## config.mk

```make
export PLATFORM = sky130hd
export DESIGN_NAME = mem_arbiter_rr_flat
export DESIGN_NICKNAME = d
export VERILOG_FILES = /design/src/rtl/mem_arbiter_rr_if.sv /design/src/rtl/mem_arbiter_rr.sv /design/src/flat_wrapper.sv
export SDC_FILE = /design/constraint.sdc
export NUM_CORES = 1
export LEC_CHECK = 0
export CAP_MARGIN = 20
export CORE_UTILIZATION = 45
export CTS_CLUSTER_DIAMETER = 100
export DETAILED_ROUTE_END_ITERATION = 6
export GPL_ROUTABILITY_DRIVEN = 0
export GPL_TIMING_DRIVEN = 1
export PLACE_DENSITY = 0.81
export SETUP_SLACK_MARGIN = 0.4
export SYNTH_ARGS = -nofsm -noshare
export SYNTH_HDL_FRONTEND = slang
export SYNTH_SLANG_ARGS = --single-unit
```

## constraint.sdc

```tcl
create_clock -name Sys_clk -period 2.4 [get_ports Sys_clk]
set_input_delay 0.72 -clock Sys_clk [delete_from_list [all_inputs] [get_ports Sys_clk]]
set_output_delay 0.72 -clock Sys_clk [all_outputs]
set_load 0.02 [all_outputs]
```

## src/rtl/mem_arbiter_rr_if.sv

```systemverilog
// Requester/RAM bundle for mem_arbiter_rr: the arbiter uses the master modport,
// the requesters and RAM use the slave modport.
interface mem_arbiter_rr_if #(
  parameter int NUM_CH     = 2,
  parameter int MAX_BYTES  = 8,
  parameter int ADDR_WIDTH = 32
);
  localparam int LEN_W = $clog2(MAX_BYTES) + 1;

  logic [7:0]                    ram_din;
  logic                          io_buffer_full;
  logic [7:0]                    ram_dout;
  logic [ADDR_WIDTH-1:0]         ram_addr;
  logic                          ram_wr;
  logic [NUM_CH-1:0]             ch_en;
  logic [NUM_CH-1:0]             ch_wr;
  logic [NUM_CH*LEN_W-1:0]       ch_len;
  logic [NUM_CH*ADDR_WIDTH-1:0]  ch_addr;
  logic [NUM_CH*8*MAX_BYTES-1:0] ch_wdata;
  logic [NUM_CH-1:0]             ch_done;
  logic [8*MAX_BYTES-1:0]        rdata;

  modport master (
    input  ram_din, io_buffer_full, ch_en, ch_wr, ch_len, ch_addr, ch_wdata,
    output ram_dout, ram_addr, ram_wr, ch_done, rdata
  );

  modport slave (
    output ram_din, io_buffer_full, ch_en, ch_wr, ch_len, ch_addr, ch_wdata,
    input  ram_dout, ram_addr, ram_wr, ch_done, rdata
  );
endinterface

```

## src/rtl/mem_arbiter_rr.sv

```systemverilog
// Round-robin arbiter serialising multi-byte channel reads/writes onto a byte-wide RAM port.
// Optional macro MEM_ARB_IO_STALL_EN: back-pressure transfers to the UART window while io_buffer_full.
module mem_arbiter_rr #(
  parameter int          NUM_CH     = 2,
  parameter int          MAX_BYTES  = 8,
  parameter int          ADDR_WIDTH = 32,
  parameter logic [31:0] IO_BASE    = 32'h30000
) (
  input  logic             Sys_clk,
  input  logic             Sys_rst_n,
  input  logic             Sys_rdy,
  mem_arbiter_rr_if.master bus
);
  localparam int LEN_W  = $clog2(MAX_BYTES) + 1;
  localparam int PTR_W  = $clog2(NUM_CH);
  localparam int DATA_W = 8 * MAX_BYTES;
`ifdef MEM_ARB_IO_STALL_EN
  localparam logic IO_STALL_EN = 1'b1;
`else
  localparam logic IO_STALL_EN = 1'b0;
`endif
  localparam logic [ADDR_WIDTH-1:0] IO_LO  = ADDR_WIDTH'(IO_BASE);
  localparam logic [PTR_W:0]        NCH_LP = (PTR_W+1)'(NUM_CH);

  typedef enum logic [1:0] {
    S_IDLE  = 2'd0,
    S_READ  = 2'd1,
    S_WRITE = 2'd2
  } state_e;

  function automatic logic in_io_window(input logic [ADDR_WIDTH-1:0] a);
    logic [ADDR_WIDTH-1:0] off;
    off = a - IO_LO;
    return (off < ADDR_WIDTH'(8));
  endfunction

  function automatic logic [LEN_W-1:0] clamp_len(input logic [LEN_W-1:0] l);
    if (l == {LEN_W{1'b0}}) begin
      return LEN_W'(1);
    end else if (l > LEN_W'(MAX_BYTES)) begin
      return LEN_W'(MAX_BYTES);
    end else begin
      return l;
    end
  endfunction

  state_e                state_q,    state_d;
  logic [PTR_W-1:0]      rr_ptr_q,   rr_ptr_d;
  logic [PTR_W-1:0]      ch_q,       ch_d;
  logic [LEN_W-1:0]      len_q,      len_d;
  logic [LEN_W-1:0]      cnt_q,      cnt_d;
  logic [DATA_W-1:0]     wdata_q,    wdata_d;
  logic [DATA_W-1:0]     rbuf_q,     rbuf_d;
  logic [DATA_W-1:0]     rdata_q,    rdata_d;
  logic [ADDR_WIDTH-1:0] ram_addr_q, ram_addr_d;
  logic [7:0]            ram_dout_q, ram_dout_d;
  logic                  ram_wr_q,   ram_wr_d;
  logic [NUM_CH-1:0]     ch_done_q,  ch_done_d;

  logic [NUM_CH-1:0]     elig_s;
  logic [NUM_CH-1:0]     rot_s;
  logic                  gnt_valid_s;
  logic [PTR_W-1:0]      gnt_idx_s;
  logic                  sel_wr_s;
  logic [LEN_W-1:0]      sel_len_s;
  logic [ADDR_WIDTH-1:0] sel_addr_s;
  logic [DATA_W-1:0]     sel_wdata_s;
  logic                  stall_s;

  // Eligibility: requesting, not completing this cycle, not blocked by a full UART.
  always_comb begin
    elig_s = {NUM_CH{1'b0}};
    for (int i = 0; i < NUM_CH; i++) begin
      elig_s[i] = bus.ch_en[i] & ~ch_done_q[i] &
                  ~(IO_STALL_EN & bus.io_buffer_full &
                    in_io_window(bus.ch_addr[i*ADDR_WIDTH +: ADDR_WIDTH]));
    end
  end

  // Rotate so bit k is channel rr_ptr+k, then take the lowest set bit.
  always_comb begin
    rot_s       = (elig_s >> rr_ptr_q) | (elig_s << (NCH_LP - {1'b0, rr_ptr_q}));
    gnt_valid_s = 1'b0;
    gnt_idx_s   = {PTR_W{1'b0}};
    for (int k = NUM_CH - 1; k >= 0; k--) begin
      if (rot_s[k]) begin
        gnt_valid_s = 1'b1;
        gnt_idx_s   = PTR_W'((int'(rr_ptr_q) + k) % NUM_CH);
      end else begin
        gnt_valid_s = gnt_valid_s;
      end
    end
  end

  // Mux out the winning channel's request fields.
  always_comb begin
    sel_wr_s    = 1'b0;
    sel_len_s   = {LEN_W{1'b0}};
    sel_addr_s  = {ADDR_WIDTH{1'b0}};
    sel_wdata_s = {DATA_W{1'b0}};
    for (int i = 0; i < NUM_CH; i++) begin
      if (gnt_idx_s == PTR_W'(i)) begin
        sel_wr_s    = bus.ch_wr[i];
        sel_len_s   = bus.ch_len[i*LEN_W +: LEN_W];
        sel_addr_s  = bus.ch_addr[i*ADDR_WIDTH +: ADDR_WIDTH];
        sel_wdata_s = bus.ch_wdata[i*DATA_W +: DATA_W];
      end else begin
        sel_wr_s    = sel_wr_s;
      end
    end
  end

  assign stall_s = IO_STALL_EN & bus.io_buffer_full & ram_wr_q &
                   (state_q == S_WRITE) & in_io_window(ram_addr_q);

  // Next-state and datapath update for the transfer FSM.
  always_comb begin
    state_d    = state_q;
    rr_ptr_d   = rr_ptr_q;
    ch_d       = ch_q;
    len_d      = len_q;
    cnt_d      = cnt_q;
    wdata_d    = wdata_q;
    rbuf_d     = rbuf_q;
    rdata_d    = rdata_q;
    ram_addr_d = ram_addr_q;
    ram_dout_d = ram_dout_q;
    ram_wr_d   = ram_wr_q;
    ch_done_d  = {NUM_CH{1'b0}};
    case (state_q)
      S_IDLE: begin
        ram_wr_d = 1'b0;
        if (gnt_valid_s) begin
          rr_ptr_d   = PTR_W'((int'(gnt_idx_s) + 1) % NUM_CH);
          ch_d       = gnt_idx_s;
          len_d      = clamp_len(sel_len_s);
          ram_addr_d = sel_addr_s;
          rbuf_d     = {DATA_W{1'b0}};
          if (sel_wr_s) begin
            state_d    = S_WRITE;
            cnt_d      = LEN_W'(1);
            ram_wr_d   = 1'b1;
            ram_dout_d = sel_wdata_s[7:0];
            wdata_d    = sel_wdata_s >> 8;
          end else begin
            state_d    = S_READ;
            cnt_d      = {LEN_W{1'b0}};
          end
        end else begin
          state_d = S_IDLE;
        end
      end
      S_READ: begin
        // cnt_q = k: byte k-1 is on ram_din because the RAM answers one cycle late.
        for (int i = 0; i < MAX_BYTES; i++) begin
          if (cnt_q == LEN_W'(i + 1)) begin
            rbuf_d[8*i +: 8] = bus.ram_din;
          end else begin
            rbuf_d[8*i +: 8] = rbuf_q[8*i +: 8];
          end
        end
        if (cnt_q == len_q) begin
          state_d    = S_IDLE;
          rdata_d    = rbuf_d;
          ram_addr_d = {ADDR_WIDTH{1'b0}};
          cnt_d      = {LEN_W{1'b0}};
          for (int i = 0; i < NUM_CH; i++) begin
            ch_done_d[i] = (ch_q == PTR_W'(i));
          end
        end else begin
          ram_addr_d = ram_addr_q + ADDR_WIDTH'(1);
          cnt_d      = cnt_q + LEN_W'(1);
        end
      end
      S_WRITE: begin
        if (stall_s) begin
          state_d = S_WRITE;
        end else if (cnt_q < len_q) begin
          ram_addr_d = ram_addr_q + ADDR_WIDTH'(1);
          ram_dout_d = wdata_q[7:0];
          wdata_d    = wdata_q >> 8;
          cnt_d      = cnt_q + LEN_W'(1);
          ram_wr_d   = 1'b1;
        end else begin
          state_d    = S_IDLE;
          ram_wr_d   = 1'b0;
          ram_addr_d = {ADDR_WIDTH{1'b0}};
          ram_dout_d = 8'h00;
          cnt_d      = {LEN_W{1'b0}};
          for (int i = 0; i < NUM_CH; i++) begin
            ch_done_d[i] = (ch_q == PTR_W'(i));
          end
        end
      end
      default: begin
        state_d  = S_IDLE;
        ram_wr_d = 1'b0;
      end
    endcase
  end

  // State register; Sys_rdy low freezes everything.
  always_ff @(posedge Sys_clk or negedge Sys_rst_n) begin
    if (!Sys_rst_n) begin
      state_q    <= S_IDLE;
      rr_ptr_q   <= {PTR_W{1'b0}};
      ch_q       <= {PTR_W{1'b0}};
      len_q      <= {LEN_W{1'b0}};
      cnt_q      <= {LEN_W{1'b0}};
      wdata_q    <= {DATA_W{1'b0}};
      rbuf_q     <= {DATA_W{1'b0}};
      rdata_q    <= {DATA_W{1'b0}};
      ram_addr_q <= {ADDR_WIDTH{1'b0}};
      ram_dout_q <= 8'h00;
      ram_wr_q   <= 1'b0;
      ch_done_q  <= {NUM_CH{1'b0}};
    end else if (Sys_rdy) begin
      state_q    <= state_d;
      rr_ptr_q   <= rr_ptr_d;
      ch_q       <= ch_d;
      len_q      <= len_d;
      cnt_q      <= cnt_d;
      wdata_q    <= wdata_d;
      rbuf_q     <= rbuf_d;
      rdata_q    <= rdata_d;
      ram_addr_q <= ram_addr_d;
      ram_dout_q <= ram_dout_d;
      ram_wr_q   <= ram_wr_d;
      ch_done_q  <= ch_done_d;
    end
  end

  assign bus.ram_addr = ram_addr_q;
  assign bus.ram_dout = ram_dout_q;
  assign bus.ram_wr   = ram_wr_q & ~stall_s;
  assign bus.ch_done  = ch_done_q;
  assign bus.rdata    = rdata_q;
endmodule
```

## src/flat_wrapper.sv

```systemverilog
// flat-port wrapper written by rule: the top's interface ports become plain ports
module mem_arbiter_rr_flat 
#(
  parameter int          NUM_CH     = 2,
  parameter int          MAX_BYTES  = 8,
  parameter int          ADDR_WIDTH = 32,
  parameter logic [31:0] IO_BASE    = 32'h30000
)
  (Sys_clk, Sys_rst_n, Sys_rdy, bus_ram_din, bus_io_buffer_full, bus_ch_en, bus_ch_wr, bus_ch_len, bus_ch_addr, bus_ch_wdata, bus_ram_dout, bus_ram_addr, bus_ram_wr, bus_ch_done, bus_rdata);
  mem_arbiter_rr_if #(.NUM_CH(NUM_CH), .MAX_BYTES(MAX_BYTES), .ADDR_WIDTH(ADDR_WIDTH)) bus_i ();
  input  logic Sys_clk;
  input  logic Sys_rst_n;
  input  logic Sys_rdy;
  input wire logic [$bits(bus_i.ram_din)-1:0] bus_ram_din;
  input wire logic [$bits(bus_i.io_buffer_full)-1:0] bus_io_buffer_full;
  input wire logic [$bits(bus_i.ch_en)-1:0] bus_ch_en;
  input wire logic [$bits(bus_i.ch_wr)-1:0] bus_ch_wr;
  input wire logic [$bits(bus_i.ch_len)-1:0] bus_ch_len;
  input wire logic [$bits(bus_i.ch_addr)-1:0] bus_ch_addr;
  input wire logic [$bits(bus_i.ch_wdata)-1:0] bus_ch_wdata;
  output wire logic [$bits(bus_i.ram_dout)-1:0] bus_ram_dout;
  output wire logic [$bits(bus_i.ram_addr)-1:0] bus_ram_addr;
  output wire logic [$bits(bus_i.ram_wr)-1:0] bus_ram_wr;
  output wire logic [$bits(bus_i.ch_done)-1:0] bus_ch_done;
  output wire logic [$bits(bus_i.rdata)-1:0] bus_rdata;
  assign bus_i.ram_din = bus_ram_din;
  assign bus_i.io_buffer_full = bus_io_buffer_full;
  assign bus_i.ch_en = bus_ch_en;
  assign bus_i.ch_wr = bus_ch_wr;
  assign bus_i.ch_len = bus_ch_len;
  assign bus_i.ch_addr = bus_ch_addr;
  assign bus_i.ch_wdata = bus_ch_wdata;
  assign bus_ram_dout = bus_i.ram_dout;
  assign bus_ram_addr = bus_i.ram_addr;
  assign bus_ram_wr = bus_i.ram_wr;
  assign bus_ch_done = bus_i.ch_done;
  assign bus_rdata = bus_i.rdata;
  mem_arbiter_rr #(.NUM_CH(NUM_CH), .MAX_BYTES(MAX_BYTES), .ADDR_WIDTH(ADDR_WIDTH), .IO_BASE(IO_BASE)) u_core (.Sys_clk(Sys_clk), .Sys_rst_n(Sys_rst_n), .Sys_rdy(Sys_rdy), .bus(bus_i));
endmodule
```

==> results.md, run 1 <==
* Status: finished, final reports clean
* Post-synthesis sequential area ratio at 0.484
* WP data arrival at between 2000 and 3000 ps
* Power density over cell area at 1040 nW/µm²
* Synthesized flop and latch total at 239
* Final Slew Violations at 0
* Chip height at ~170 µm
* Max cap viols at 0
* Synth Area in Adders at 0.0132
* Total GRT Usage at 0.277
* Routed vias/inst at 5.97
* First-pass iteration count of the detailed router at 7
* Async SR Flop Fraction at 1.00
* Starting density of the core at 0.459
* Footprint of the multi-input gates at 6490 µm²
* Iteration-0 DRC Markers at 1023
* Leakage at 8.95 nW
* Mux share of post-synthesis cell area at 0.173
* Final Core Density at 0.719
* Met3 usage at 0.0454
* Clock Latency Late Sink at 530 ps
* Reg clk slew, reported paths at roughly 60 ps
* Root Driver: clkbuf_16
* Final nets at 1902
* Combinational power share at 0.501
* Final period utilization at 0.978
* GR Util met1 at 0.351
* Fmax at 426 MHz
* First-pass GRT wire length at 62500 µm
* Worst-path fanout max at 5
* R2R Path End: u_core.bus.ram_addr[29]$_DFFE_PN0P_
* Worst R2R Setup Slack at about 54 ps
* DR WL/cell at 21.2 µm
* Synth Area in Simple Gates at 0.112
* Row count at 60
* Final setup TNS at 0 ps
* Sw Share at 0.375
* Tightest Hold Check Type: in2async
* Final hold vios at 0
* DIE AREA at ~28000 µm²
* Vias in the first global route at ~12000
* Peak supply drop at 0.000667 V
* Top FF cell, synth: dfrtp_1
* Max Clock Skew at 9.53 ps
* Met2 usage at 0.474
* Syn avg cell area at 10.4 µm²
* Layout cell share with drive strength beyond 1 at 0.300
* Syn Inst Count at about 1200
* CTS tree: yes
* Req. time, crit path at 2790 ps
* Clk pwr share at 0.198
* Synth top area cells: dfrtp_1 48%, mux2i_1 12%, a22o_1 6.0%, o21ai_0 5.5%, nand2_1 5.5%
* Cell taking the most area after synthesis: dfrtp_1
* Cts-stage hold buffer count at 0
* Worst r2r src: u_core.state_q[0]$_DFFE_PN0P_
* Startpoint types: flop
* Rel. slew slack at 0.619
* Critical path capture point type: flop
* Yosys warning count at 0
* Post-synthesis cell type count at 54
* Mapped cell area at about 12000 µm²
* DR vias at between 10000 and 15000
* FF-to-FF path depth at 10
* Reg power frac at 0.301
* I/O pins at 323
* DRC violations left at 0
* Critical path class: reg2reg
* CORE AREA at 27000 µm²
* Fin crit period at 2350 ps
* Routed Antenna Nets at 0
* # port buffers at roughly 320
* CTS Sinks at 239
* Final WL at 43200 µm
* RSZ-0062 raised after global routing: yes
* Bufs on Longest Clock Path at 3
* Die width at ~170 µm
* Reg area at 6020 µm²
* # H-tree levels at 1
* Worst Tran Pin Value at about 570 ps
* P_int at 12.6 mW
* Count leader, synth: dfrtp_1
* Post-Syn Nets at 1419
* Number of fill cells at 1752
* Synth-to-layout area growth at 56.8%
* Diodes inserted at 0
* Initial antenna violation count at 1
* CTS buffer count at 26
* Final setup fails at 0
* Hpwl dp at between 20000 and 30000 µm
* Largest net degree at the start of global routing at 76
* Main combinational cell family by area after synthesis: compound AO/OA/AOI/OAI gates
* Synth Area in Compound Gates at 0.181
* Gr ovfl total at 0
* XOR/XNOR share of the synthesized area at 0
* Post-synth EDFFs at 0
* Sw Pwr at 7.52 mW
* Top cells by count, synth: 239 x dfrtp_1, 180 x nand2_1, 148 x mux2i_1
* Most used routing layer: met2
* Top cell type's share of synthesized area at 0.484
power groups by stage:
stage	sequential, mW	clock [mW]	combinational [mW]
detailed placement	6.09	0	7.30
finish	6.04	3.98	10.1
CTS	5.96	4.02	8.73
floorplan	6.37	0	4.10
global route	6.12	4.19	10.5
global placement	6.04	0	7.06
cells by family (layout without fill, tap and decap cells):
group / Yosys count / in the layout
fa+ha+maj: 13 / 13
simple gates: 299 / 299
buf+inv: 107 / 607
mux: 207 / 207
compound gates: 325 / 326
flops: 239 / 239
sequential cells by signal, indices dropped and copies added, names as in the netlist, 2 cells and up:
register,flops
u_core.state_q,2
u_core.len_q,4
u_core.bus.ch_done,2
u_core.cnt_q,4
u_core.bus.ram_dout,8
u_core.bus.rdata,64
u_core.bus.ram_addr,32
u_core.rbuf_q,64
u_core.wdata_q,56
stage by stage:
stage | hold slack, ps | instance area, µm² | total power [mW] | std cells | worst slack (ps)
2_1_floorplan | 424 | 12700 | 10.5 | 1190 | 162
3_5_place_dp | 470 | 16700 | 13.4 | 1868 | -520
3_3_place_gp | 460 | 16700 | 13.1 | 1868 | -470
4_1_cts | 165 | 18600 | 18.7 | 1980 | 160
5_1_grt | 186 | 19400 | 20.8 | 2032 | 41.9
6_report | 150 | 19400 | 20.1 | 2032 | 53.7
area by class of cell:
type | instances | area share
Inverter | 17 | 0.00329
Clock inverter | 9 | 0.00484
Sequential cell | 239 | 0.310
Timing Repair Buffer | 544 | 0.286
Clock buffer | 37 | 0.0393
Tap cell | 341 | 0.0220
Multi-Input combinational cell | 845 | 0.335
critical path, cell delays in order (launching register included):
cell and delay, ps:
dfrtp_1 390, buf_4 140, buf_6 100, buf_6 120, ha_2 180, and2b_2 240
o31ai_4 110, buf_4 160, buf_4 150, a31o_2 270, a211o_1 340
placed cells by master (no fill, tap or decap), types with 38 or more instances in the layout:
cell,synthesis,routed
dlygate4sd2_1,0,38
clkdlybuf4s50_1,0,210
mux2_2,59,53
buf_6,1,38
buf_4,0,151
dfrtp_1,239,209
mux2i_1,148,138
o21ai_0,136,118
a22o_1,85,85
nand2_1,180,175
layer usage:
layer  share of wire  up-vias
met5         0.00030        -
met4           0.051        2
met3           0.074      208
met1            0.39     5836
li1                -     5341
met2            0.49      741
what timing repair did:
action,in CTS,in global routing
pin swaps,21,42
setup buffers,55,44
gates resized for setup,294,131
gates cloned,11,8
endpoints found under the setup margin,278,225
how the worst max path moves through the flow:
stage / startpoint / endpoint / slack, ps / cells after the start
6_report: u_core.state_q[0]$_DFFE_PN0P_ / u_core.bus.ram_addr[29]$_DFFE_PN0P_ / 50 / 10
5_1_grt: u_core.state_q[0]$_DFFE_PN0P_ / u_core.bus.ram_addr[29]$_DFFE_PN0P_ / 40 / 10
4_1_cts: u_core.state_q[1]$_DFFE_PN0P_ / u_core.wdata_q[2]$_DFFE_PN0P_ / 160 / 11
3_5_place_dp: bus_ch_en[0] / u_core.bus.ram_dout[4]$_DFFE_PN0P_ / -520 / 8
3_3_place_gp: bus_ch_en[0] / u_core.bus.ram_dout[4]$_DFFE_PN0P_ / -470 / 8
2_1_floorplan: u_core.bus.ram_addr[0]$_DFFE_PN0P_ / u_core.bus.ram_addr[24]$_DFFE_PN0P_ / 160 / 7
(Power assumes the default switching activity.)
==> inputs of run 2 (changes only) <==
REMOVE_ABC_BUFFERS = 1   (was not set)
==> run 2 against run 1 <==
Clock-buffer cell count fell by 5. Routed wire length fell by 1.6%. Die area did not move. Total power fell by 1.2%. Non-clock buffer count fell by 15. Utilization rose by 0.23 points. Global-route usage rose by 0.63 points. Critical endpoint is now u_core.bus.ram_addr[27]$_DFFE_PN0P_.
==> results.md, run 2 (synthesis gave the netlist of run 1 again) <==
* Critical path capture point type: flop (unchanged)
* Final WL at 42500 µm (was 43200 µm)
* First-pass GRT wire length at 63300 µm (was 62500 µm)
* Largest net degree at the start of global routing at 71 (was 76)
* Routed Antenna Nets at 0 (unchanged)
* Worst Tran Pin Value at 557 ps (was 567 ps)
* Most used cell along the critical path: buf_6 (was buf_4)
* FF-to-FF path depth at 11 (was 10)
* Post-DP Area at 16700 µm² (about the same)
* Req. time, crit path at 2790 ps (about the same)
* Clock Latency Late Sink at 520 ps (was 530 ps)
* Rel. slew slack at 0.628 (was 0.619)
* Max Clock Skew at 10.9 ps (was 9.53 ps)
* Final nets at 1886 (was 1902)
* CORE AREA at 27000 µm² (unchanged)
* Most common cell after layout, fill and taps aside: dfrtp_1 (was clkdlybuf4s50_1)
* Hpwl dp at 25700 µm (was 25500 µm)
* Final hold vios at 0 (unchanged)
* Crit-path cells: buf_6 -> buf_6 -> buf_6 -> nand4_1 -> buf_4 -> buf_6 -> nor3_4 -> buf_6 -> nand4_1 -> a31o_2 -> a22o_1 (was buf_4 -> buf_6 -> buf_6 -> ha_2 -> and2b_2 -> o31ai_4 -> buf_4 -> buf_4 -> a31o_2 -> a211o_1)
* Total GRT Usage at 0.284 (was 0.277)
* Most frequent cells in the layout: 231 x dfrtp_1, 210 x clkdlybuf4s50_1, 173 x nand2_1 (was 210 x clkdlybuf4s50_1, 209 x dfrtp_1, 175 x nand2_1)
* Combinational power share at 0.505 (was 0.501)
* Final Core Density at 0.722 (was 0.719)
* CTS Sinks at 239 (unchanged)
* Fmax at 423 MHz (was 426 MHz)
* Hold_ws at 173 ps (was 150 ps)
* Reg power frac at 0.297 (was 0.301)
* R2R Path End: u_core.bus.ram_addr[27]$_DFFE_PN0P_ (was u_core.bus.ram_addr[29]$_DFFE_PN0P_)
* Worst r2r src: u_core.bus.ram_addr[1]$_DFFE_PN0P_ (was u_core.state_q[0]$_DFFE_PN0P_)
* P_int at 12.5 mW (was 12.6 mW)
* Delay-heaviest family, CP: buffers and inverters (was compound AO/OA/AOI/OAI gates)
* Placed cells at 1873 (was 1868)
* Leakage at 9.13 nW (was 8.95 nW)
* # H-tree levels at 1 (unchanged)
* DRC violations left at 0 (unchanged)
* Vias in the first global route at 11700 (was 11800)
* Non-filler cells, final at 2018 (was 2032)
* Chip height at 168 µm (unchanged)
* Critical path class: reg2reg (unchanged)
* Worst path slowest cell: dfrtp_1 (unchanged)
* CTS tree: yes (unchanged)
* Tightest Hold Check Type: in2async (unchanged)
* DR WL/cell at 21.0 µm (was 21.2 µm)
* Sw Pwr at 7.36 mW (was 7.52 mW)
* Crit path buf inv count at 6 (was 5)
* RSZ-0062 raised after global routing: yes (unchanged)
* Starting density of the core at 0.459 (unchanged)
* Final setup fails at 0 (unchanged)
* First-pass iteration count of the detailed router at 5 (was 7)
* Crit path largest cell delay at 410 ps (was 390 ps)
* Max cap viols at 0 (unchanged)
* Sw Share at 0.371 (was 0.375)
* Final Slew Violations at 0 (unchanged)
* Status: finished, final reports clean (unchanged)
* # port buffers at 321 (unchanged)
* Routed vias/inst at 5.87 (was 5.97)
* Initial antenna violation count at 2 (was 1)
* Cts-stage hold buffer count at 0 (unchanged)
* Worst-path fanout max at 7 (was 5)
* DR vias at 11900 (was 12100)
* Final period utilization at 0.986 (was 0.978)
* Worst R2R Setup Slack at 30 ps (was 50 ps)
* Clk pwr share at 0.198 (about the same)
* Root Driver: clkbuf_16 (unchanged)
* Fin crit period at 2370 ps (was 2350 ps)
* Gr ovfl total at 0 (unchanged)
* CTS buffer count at 25 (was 26)
* Startpoint types: flop (unchanged)
* Layout cell share with drive strength beyond 1 at 0.283 (was 0.300)
* Post-layout instance area at 19500 µm² (was 19400 µm²)
* Bufs on Longest Clock Path at 3 (unchanged)
* Die width at 168 µm (unchanged)
* Synth-to-layout area growth at 57.3% (was 56.8%)
* Iteration-0 DRC Markers at 904 (was 1023)
* Peak supply drop at 0.000572 V (was 0.000667 V)
* DIE AREA at 28200 µm² (unchanged)
* I/O pins at 323 (unchanged)
* Power density over cell area at 1020 nW/µm² (was 1040 nW/µm²)
* Final Total Pwr at 19.8 mW (was 20.1 mW)
* WP data arrival at 2760 ps (was 2740 ps)
* Row count at 60 (unchanged)
* Reg clk slew, reported paths at 70 ps (was 60 ps)
==> run 2: changes by cell type in the layout (fill, tap and decap cells not counted), sizes merged <==
cell           before  now
bufbuf              1    0
dlymetal6s2s        1    0
diode               0    2
dlygate4sd2        38   72
clkinv              6    8
clkdlybuf4s15      45   11
nand2             180  181
clkbuf             51   38
bufinv              1    3
o21a               12   11
buf               235  230
==> run 2: per-stage QoR <==
stage / setup TNS, ps / setup WS [ps]
final: 0 / 34.3
after global routing: -25.2 / -25.2
after CTS: 0 / 127
after detailed placement: -80270 / -689
after floorplan: -361490 / -3120
after global placement: -71710 / -615
==> run 2: how the worst max path moves through the flow <==
stage / start / endpoint / slack (ps) / cells past startpoint
after global routing: u_core.bus.ram_addr[1]$_DFFE_PN0P_ / u_core.bus.ram_addr[27]$_DFFE_PN0P_ / -30 / 11
after global placement: bus_ch_en[0] / u_core.wdata_q[7]$_DFFE_PN0P_ / -610 / 7
after CTS: u_core.state_q[0]$_DFFE_PN0P_ / u_core.wdata_q[2]$_DFFE_PN0P_ / 130 / 12
after detailed placement: bus_ch_en[0] / u_core.bus.ram_dout[5]$_DFFE_PN0P_ / -690 / 7
after floorplan: u_core.state_q[0]$_DFFE_PN0P_ / u_core.wdata_q[0]$_DFFE_PN0P_ / -3120 / 7
final: u_core.bus.ram_addr[1]$_DFFE_PN0P_ / u_core.bus.ram_addr[27]$_DFFE_PN0P_ / 30 / 11
==> run 2: area by class of cell <==
class	instances	area, µm²
fill	1787	7500
multi-input combinational	845	6680
sequential	239	5990
timing repair buffer	529	5460
clock buffer	32	672
tap	341	427
clock inverter	13	149
inverter	17	63.8
antenna	2	5.00
==> run 2: layer usage <==
metal | global-route usage | part of all wire | up-vias
met5 | 0 | 0 | -
met4 | 0.0961 | 0.042 | 0
met3 | 0.0367 | 0.064 | 146
met1 | 0.362 | 0.39 | 5816
li1 | - | - | 5323
met2 | 0.497 | 0.50 | 570
==> run 2: repair_timing <==
| action | 4_1_cts | 5_1_grt |
|---|---|---|
| pin swaps | 34 | 52 |
| buffers inserted | 45 | 32 |
| setup endpoints to repair | 276 | 204 |
| gates resized for setup | 309 | 119 |
| cloned | 18 | 3 |
==> run 2: worst reg2reg max path: stages, from the launching register on <==
cell	delay, ps
dfrtp_1	410
buf_6	120
buf_6	80
buf_6	100
nand4_1	160
buf_4	200
buf_6	130
nor3_4	140
buf_6	210
nand4_1	180
a31o_2	290
a22o_1	230
==> run 2: power by group through the flow <==
stage	combinational, mW	sequential [mW]	clock, mW
floorplan	3.75	6.31	0
global placement	7.26	5.80	0
detailed placement	7.51	5.86	0
CTS	9.00	5.79	3.96
global route	10.6	5.99	4.12
finish	10.0	5.89	3.92
